==> src/rtl/alu_arbiter_if.sv <==
// alu_arbiter_if: requester, shared-ALU and response signals of the two-port ALU arbiter
interface alu_arbiter_if #(parameter int WIDTH = 32);
    logic [1:0] req_valid;
    logic [1:0] req_ready;
    logic [WIDTH-1:0] req0_a;
    logic [WIDTH-1:0] req0_b;
    logic [2:0] req0_op;
    logic [WIDTH-1:0] req1_a;
    logic [WIDTH-1:0] req1_b;
    logic [2:0] req1_op;
    logic [WIDTH-1:0] alu_a;
    logic [WIDTH-1:0] alu_b;
    logic [2:0] alu_op;
    logic [WIDTH-1:0] alu_result;
    logic alu_zero;
    logic alu_carry;
    logic [1:0] rsp_valid;
    logic [1:0] rsp_ack;
    logic [WIDTH-1:0] rsp_result;
    logic rsp_zero;
    logic rsp_carry;
    logic rsp_err;
    logic busy;
    modport master (
        output req_valid, req0_a, req0_b, req0_op, req1_a, req1_b, req1_op,
        output alu_result, alu_zero, alu_carry, rsp_ack,
        input req_ready, alu_a, alu_b, alu_op, rsp_valid, rsp_result, rsp_zero, rsp_carry, rsp_err, busy
    );
    modport slave (
        input req_valid, req0_a, req0_b, req0_op, req1_a, req1_b, req1_op,
        input alu_result, alu_zero, alu_carry, rsp_ack,
        output req_ready, alu_a, alu_b, alu_op, rsp_valid, rsp_result, rsp_zero, rsp_carry, rsp_err, busy
    );
endinterface

==> src/rtl/alu_arbiter.sv <==
// alu_arbiter: round-robin sharing of one combinational ALU between two requesters
module alu_arbiter #(parameter int WIDTH = 32) (
    input logic clk,
    input logic reset,
    alu_arbiter_if.slave bus
);
    typedef enum logic [1:0] {IDLE, ISSUE, RESP} state_t;
    state_t state, state_nx;
    logic last_grant, cur_id, g, accept, legal;
    logic [WIDTH-1:0] op_a, op_b, r_result;
    logic [2:0] op_code;
    logic r_zero, r_carry, r_err;
    always_comb begin
        g = &bus.req_valid ? ~last_grant : bus.req_valid[1];
        bus.req_ready = (state == IDLE && !reset && |bus.req_valid) ? (g ? 2'b10 : 2'b01) : 2'b00;
        accept = |(bus.req_valid & bus.req_ready);
        legal = !(op_code inside {3'b011, 3'b100, 3'b101});
        state_nx = state == IDLE ? (accept ? ISSUE : IDLE) :
                   state == ISSUE ? RESP :
                   (bus.rsp_ack[cur_id] ? IDLE : RESP);
        bus.rsp_valid = state == RESP ? (cur_id ? 2'b10 : 2'b01) : 2'b00;
        bus.busy = state != IDLE;
    end
    assign bus.alu_a = op_a;
    assign bus.alu_b = op_b;
    assign bus.alu_op = op_code;
    assign bus.rsp_result = r_result;
    assign bus.rsp_zero = r_zero;
    assign bus.rsp_carry = r_carry;
    assign bus.rsp_err = r_err;
    always_ff @(posedge clk)
        state <= reset ? IDLE : state_nx;
    // last_grant resets to 1 so requester 0 wins the first tie
    always_ff @(posedge clk) begin
        if (reset) begin
            op_a <= '0;
            op_b <= '0;
            op_code <= 3'b000;
            cur_id <= 1'b0;
            last_grant <= 1'b1;
            r_result <= '0;
            r_zero <= 1'b0;
            r_carry <= 1'b0;
            r_err <= 1'b0;
        end else begin
            if (accept) begin
                op_a <= g ? bus.req1_a : bus.req0_a;
                op_b <= g ? bus.req1_b : bus.req0_b;
                op_code <= g ? bus.req1_op : bus.req0_op;
                cur_id <= g;
            end
            if (state == ISSUE) begin
                r_result <= legal ? bus.alu_result : '0;
                r_zero <= legal & bus.alu_zero;
                r_carry <= legal & bus.alu_carry;
                r_err <= !legal;
                last_grant <= cur_id;
            end
        end
    end
endmodule

==> src/flat_wrapper.sv <==
// flat-port wrapper written by rule: the top's interface ports become plain ports
module alu_arbiter_flat 
#(parameter int WIDTH = 32)
  (clk, reset, bus_req_valid, bus_req0_a, bus_req0_b, bus_req0_op, bus_req1_a, bus_req1_b, bus_req1_op, bus_alu_result, bus_alu_zero, bus_alu_carry, bus_rsp_ack, bus_req_ready, bus_alu_a, bus_alu_b, bus_alu_op, bus_rsp_valid, bus_rsp_result, bus_rsp_zero, bus_rsp_carry, bus_rsp_err, bus_busy);
  alu_arbiter_if #(.WIDTH(WIDTH)) bus_i ();
  input logic clk;
  input logic reset;
  input wire logic [$bits(bus_i.req_valid)-1:0] bus_req_valid;
  input wire logic [$bits(bus_i.req0_a)-1:0] bus_req0_a;
  input wire logic [$bits(bus_i.req0_b)-1:0] bus_req0_b;
  input wire logic [$bits(bus_i.req0_op)-1:0] bus_req0_op;
  input wire logic [$bits(bus_i.req1_a)-1:0] bus_req1_a;
  input wire logic [$bits(bus_i.req1_b)-1:0] bus_req1_b;
  input wire logic [$bits(bus_i.req1_op)-1:0] bus_req1_op;
  input wire logic [$bits(bus_i.alu_result)-1:0] bus_alu_result;
  input wire logic [$bits(bus_i.alu_zero)-1:0] bus_alu_zero;
  input wire logic [$bits(bus_i.alu_carry)-1:0] bus_alu_carry;
  input wire logic [$bits(bus_i.rsp_ack)-1:0] bus_rsp_ack;
  output wire logic [$bits(bus_i.req_ready)-1:0] bus_req_ready;
  output wire logic [$bits(bus_i.alu_a)-1:0] bus_alu_a;
  output wire logic [$bits(bus_i.alu_b)-1:0] bus_alu_b;
  output wire logic [$bits(bus_i.alu_op)-1:0] bus_alu_op;
  output wire logic [$bits(bus_i.rsp_valid)-1:0] bus_rsp_valid;
  output wire logic [$bits(bus_i.rsp_result)-1:0] bus_rsp_result;
  output wire logic [$bits(bus_i.rsp_zero)-1:0] bus_rsp_zero;
  output wire logic [$bits(bus_i.rsp_carry)-1:0] bus_rsp_carry;
  output wire logic [$bits(bus_i.rsp_err)-1:0] bus_rsp_err;
  output wire logic [$bits(bus_i.busy)-1:0] bus_busy;
  assign bus_i.req_valid = bus_req_valid;
  assign bus_i.req0_a = bus_req0_a;
  assign bus_i.req0_b = bus_req0_b;
  assign bus_i.req0_op = bus_req0_op;
  assign bus_i.req1_a = bus_req1_a;
  assign bus_i.req1_b = bus_req1_b;
  assign bus_i.req1_op = bus_req1_op;
  assign bus_i.alu_result = bus_alu_result;
  assign bus_i.alu_zero = bus_alu_zero;
  assign bus_i.alu_carry = bus_alu_carry;
  assign bus_i.rsp_ack = bus_rsp_ack;
  assign bus_req_ready = bus_i.req_ready;
  assign bus_alu_a = bus_i.alu_a;
  assign bus_alu_b = bus_i.alu_b;
  assign bus_alu_op = bus_i.alu_op;
  assign bus_rsp_valid = bus_i.rsp_valid;
  assign bus_rsp_result = bus_i.rsp_result;
  assign bus_rsp_zero = bus_i.rsp_zero;
  assign bus_rsp_carry = bus_i.rsp_carry;
  assign bus_rsp_err = bus_i.rsp_err;
  assign bus_busy = bus_i.busy;
  alu_arbiter #(.WIDTH(WIDTH)) u_core (.clk(clk), .reset(reset), .bus(bus_i));
endmodule
==> config.mk <==
export PLATFORM = sky130hd
export DESIGN_NAME = alu_arbiter_flat
export DESIGN_NICKNAME = d
export VERILOG_FILES = /design/src/rtl/alu_arbiter_if.sv /design/src/rtl/alu_arbiter.sv /design/src/flat_wrapper.sv
export SDC_FILE = /design/constraint.sdc
export NUM_CORES = 1
export LEC_CHECK = 0
export CORE_ASPECT_RATIO = 0.6
export CORE_MARGIN = 10
export CORE_UTILIZATION = 30
export DETAILED_ROUTE_END_ITERATION = 8
export PLACE_DENSITY = 0.74
export SYNTH_ARGS = -nofsm -noshare
export SYNTH_HDL_FRONTEND = slang
export SYNTH_SLANG_ARGS = --single-unit
==> constraint.sdc <==
create_clock -name clk -period 2 [get_ports clk]
set_input_delay 0.2 -clock clk [delete_from_list [all_inputs] [get_ports clk]]
set_output_delay 0.2 -clock clk [all_outputs]
set_load 0.1 [all_outputs]
==> run metrics <==
unrepaired setup endpoints after global routing false; Peak VDD IR 0.000415 V; DRT Pass-1 Iters 5; Synth Area in Adders 0; Worst-Skew Late Latency 0.35 ns; largest family of logic cells by synthesized area compound AO/OA/AOI/OAI gates; post-synthesis mux area share 0.00215; fmax 539 MHz; crit path DAT 1.66 ns; Initial DRC Count 319; syn_area_per_cell 8.20 sq um; Total GRT Usage 0.179; Post-Layout Cell Count 1020; Compound-Gate Fraction of Synth Area 0.272; Gate power share 0.392; share of layout cells above drive strength 1 0.211; Post-CTS Setup Inserts 0; worst hold path type input port to flip-flop; # H-tree levels 3; placed cells 1004; Via density 5.14; pin count of the biggest net entering global routing 69; die width 181 um; Antenna Cells 0; die area 21100 sq um; worst relative slew slack 0.601; simple-gate share of the synthesized area 0.203; Finish-stage setup viols 0; Synth cell types 28; Post-DP HPWL 15000 um; P_sw 3.02 mW; clk buf depth 2; I/O pin count 281; status finished, final reports clean; Cell Rows 35; commonest cells after routing, fill and taps aside clkdlybuf4s50_1, nand2_1, buf_4, dfxtp_1, a21oi_1; synthesized area 4670 sq um; pwr/cell area 936 nW/um^2; Final Max Slew Viols 0; Seq/Total Area, Yosys 0.455; area delta synth->final 66.5%; # hold bufs at CTS 0; #FFs+latches synth 106; kind of end point of the critical path output pin; CP Data Required Time 1.80 ns; final worst clock skew 0.0110 ns; Synth Warn # 0; Syn Inst Count 569; initial core utilization 0.305; IO Port Bufs 280; CORE AREA 15300 sq um; Via Count 5238; final worst path period share 0.928; Post-Route WL 20100 um; Final Cell Area 7770 sq um; internal power 4.25 mW; # Max-Cap Violations 0; critical path peak fanout 6; NumNets Final 986; worst slew pin tran 0.598 ns; Final Hold Violating Endpoints 0; vias in the first global route 5185; crit path launch type flip-flop; Die Y 117 um; WL per Instance 19.7 um; DRC Markers 0; most common cell after layout, fill and taps aside clkdlybuf4s50_1; syn nets 743; Reg power frac 0.333; Switching Share 0.416; Setup TNS 0 ns; LEAKAGE 3.02 nW; total CTS buffers 9; Post-Synth XOR/XNOR Area 0; clock sinks 106; initial antenna violation count 0; Detail Route Antenna Nets 0; routability cong. 0.808; CTS resizes 0; CTS clk-pin slew, worst paths 0.07 ns; Worst Setup Path Type flip-flop to output pin; CTS tree done; Placement Cell Area 7430 sq um; grt ovf 0; CTS Root Cell clkbuf_16; first-pass GRT wire length 30500 um; part of the power in the clock network 0.274; minimum clock period 1.86 ns
## power groups by stage
stage          sequential (mW)  combinational, mW  clock [mW]
2_1_floorplan             3.75              0.700           0
3_3_place_gp              2.47               2.85           0
3_5_place_dp              2.47               2.87           0
4_1_cts                   2.42               2.87        2.06
5_1_grt                   2.45               2.98        2.14
6_report                  2.42               2.85        1.99
## critical path, cell delays in order (launching register included)
cell and delay, ns:
dfxtp_1 0.39, or2_2 0.42, a2111oi_4 0.27, buf_12 0.22
## layer usage
metal	vias up	global-route usage	part of all wire
li1	2534	-	-
met1	2452	0.216	0.42
met2	243	0.290	0.45
met3	9	0.0863	0.12
met4	0	0.0264	0.0042
met5	-	0	0
## synth_stat cells
cell type	n	area (sq um)
nor2_1	2	7.51
a21bo_2	1	10.0
buf_4	1	7.51
a311oi_2	20	300
nand4_1	34	213
clkbuf_1	40	150
or2_2	1	6.26
a21oi_1	103	515
mux2i_1	1	10.0
buf_6	4	45.0
nor3_1	1	5.00
or2_1	1	6.26
nor3_2	1	10.0
a21boi_2	1	11.3
nand2b_1	3	18.8
o21ai_0	1	5.00
a2111oi_0	1	8.76
and3b_1	1	8.76
and2_1	1	6.26
inv_1	2	7.51
nand3b_1	2	15.0
a311oi_1	48	420
nor3b_1	1	7.51
dfxtp_1	106	2120
nor2b_1	1	6.26
buf_2	20	100
nand2_1	170	638
buf_1	1	3.75
## worst paths after layout
| check | endpoint | startpoint | slack, ns | cells after the start |
|---|---|---|---|---|
| setup / recovery | bus_req_ready[0] | u_core.state[0] | 0.14 | 3 |
| hold reg to reg | u_core.bus.rsp_result[22] | u_core.bus.rsp_result[22] | 0.45 | 2 |
| hold / removal | u_core.cur_id | reset | 0.40 | 3 |
| setup reg to reg | u_core.bus.alu_a[22] | u_core.state[0] | 0.46 | 4 |
## final cells by class
cell class	count	area [sq um]
clock buffer	9	225
timing repair buffer	298	2770
inverter	2	7.51
tap	203	254
fill	1484	7520
sequential	106	2120
multi-input combinational	395	2280
clock inverter	7	108
## logic make-up after synthesis
group,after synthesis
AO/OA/AOI/OAI,175
buffers and inverters,68
flip-flops,106
multiplexers,1
AND/OR/NAND/NOR,219
## flip-flops by register name (all words and copies together) (netlist names)
name                   flops
u_core.bus.rsp_err         1
u_core.bus.rsp_zero        1
u_core.cur_id              1
u_core.state               2
u_core.last_grant          1
u_core.bus.alu_a          32
u_core.bus.rsp_result     32
u_core.bus.rsp_carry       1
u_core.bus.alu_op          3
u_core.bus.alu_b          32
## stage by stage
step | worst slack [ns] | utilization | hold slack, ns | power (mW)
global route | 0.0519 | 0.508 | 0.408 | 7.57
floorplan | -0.250 | - | 0.354 | 4.45
detailed placement | 0.103 | 0.486 | 0.446 | 5.34
CTS | 0.100 | 0.508 | 0.397 | 7.36
global placement | 0.160 | 0.486 | 0.439 | 5.32
finish | 0.143 | 0.508 | 0.400 | 7.27
(Power assumes the default switching activity.)
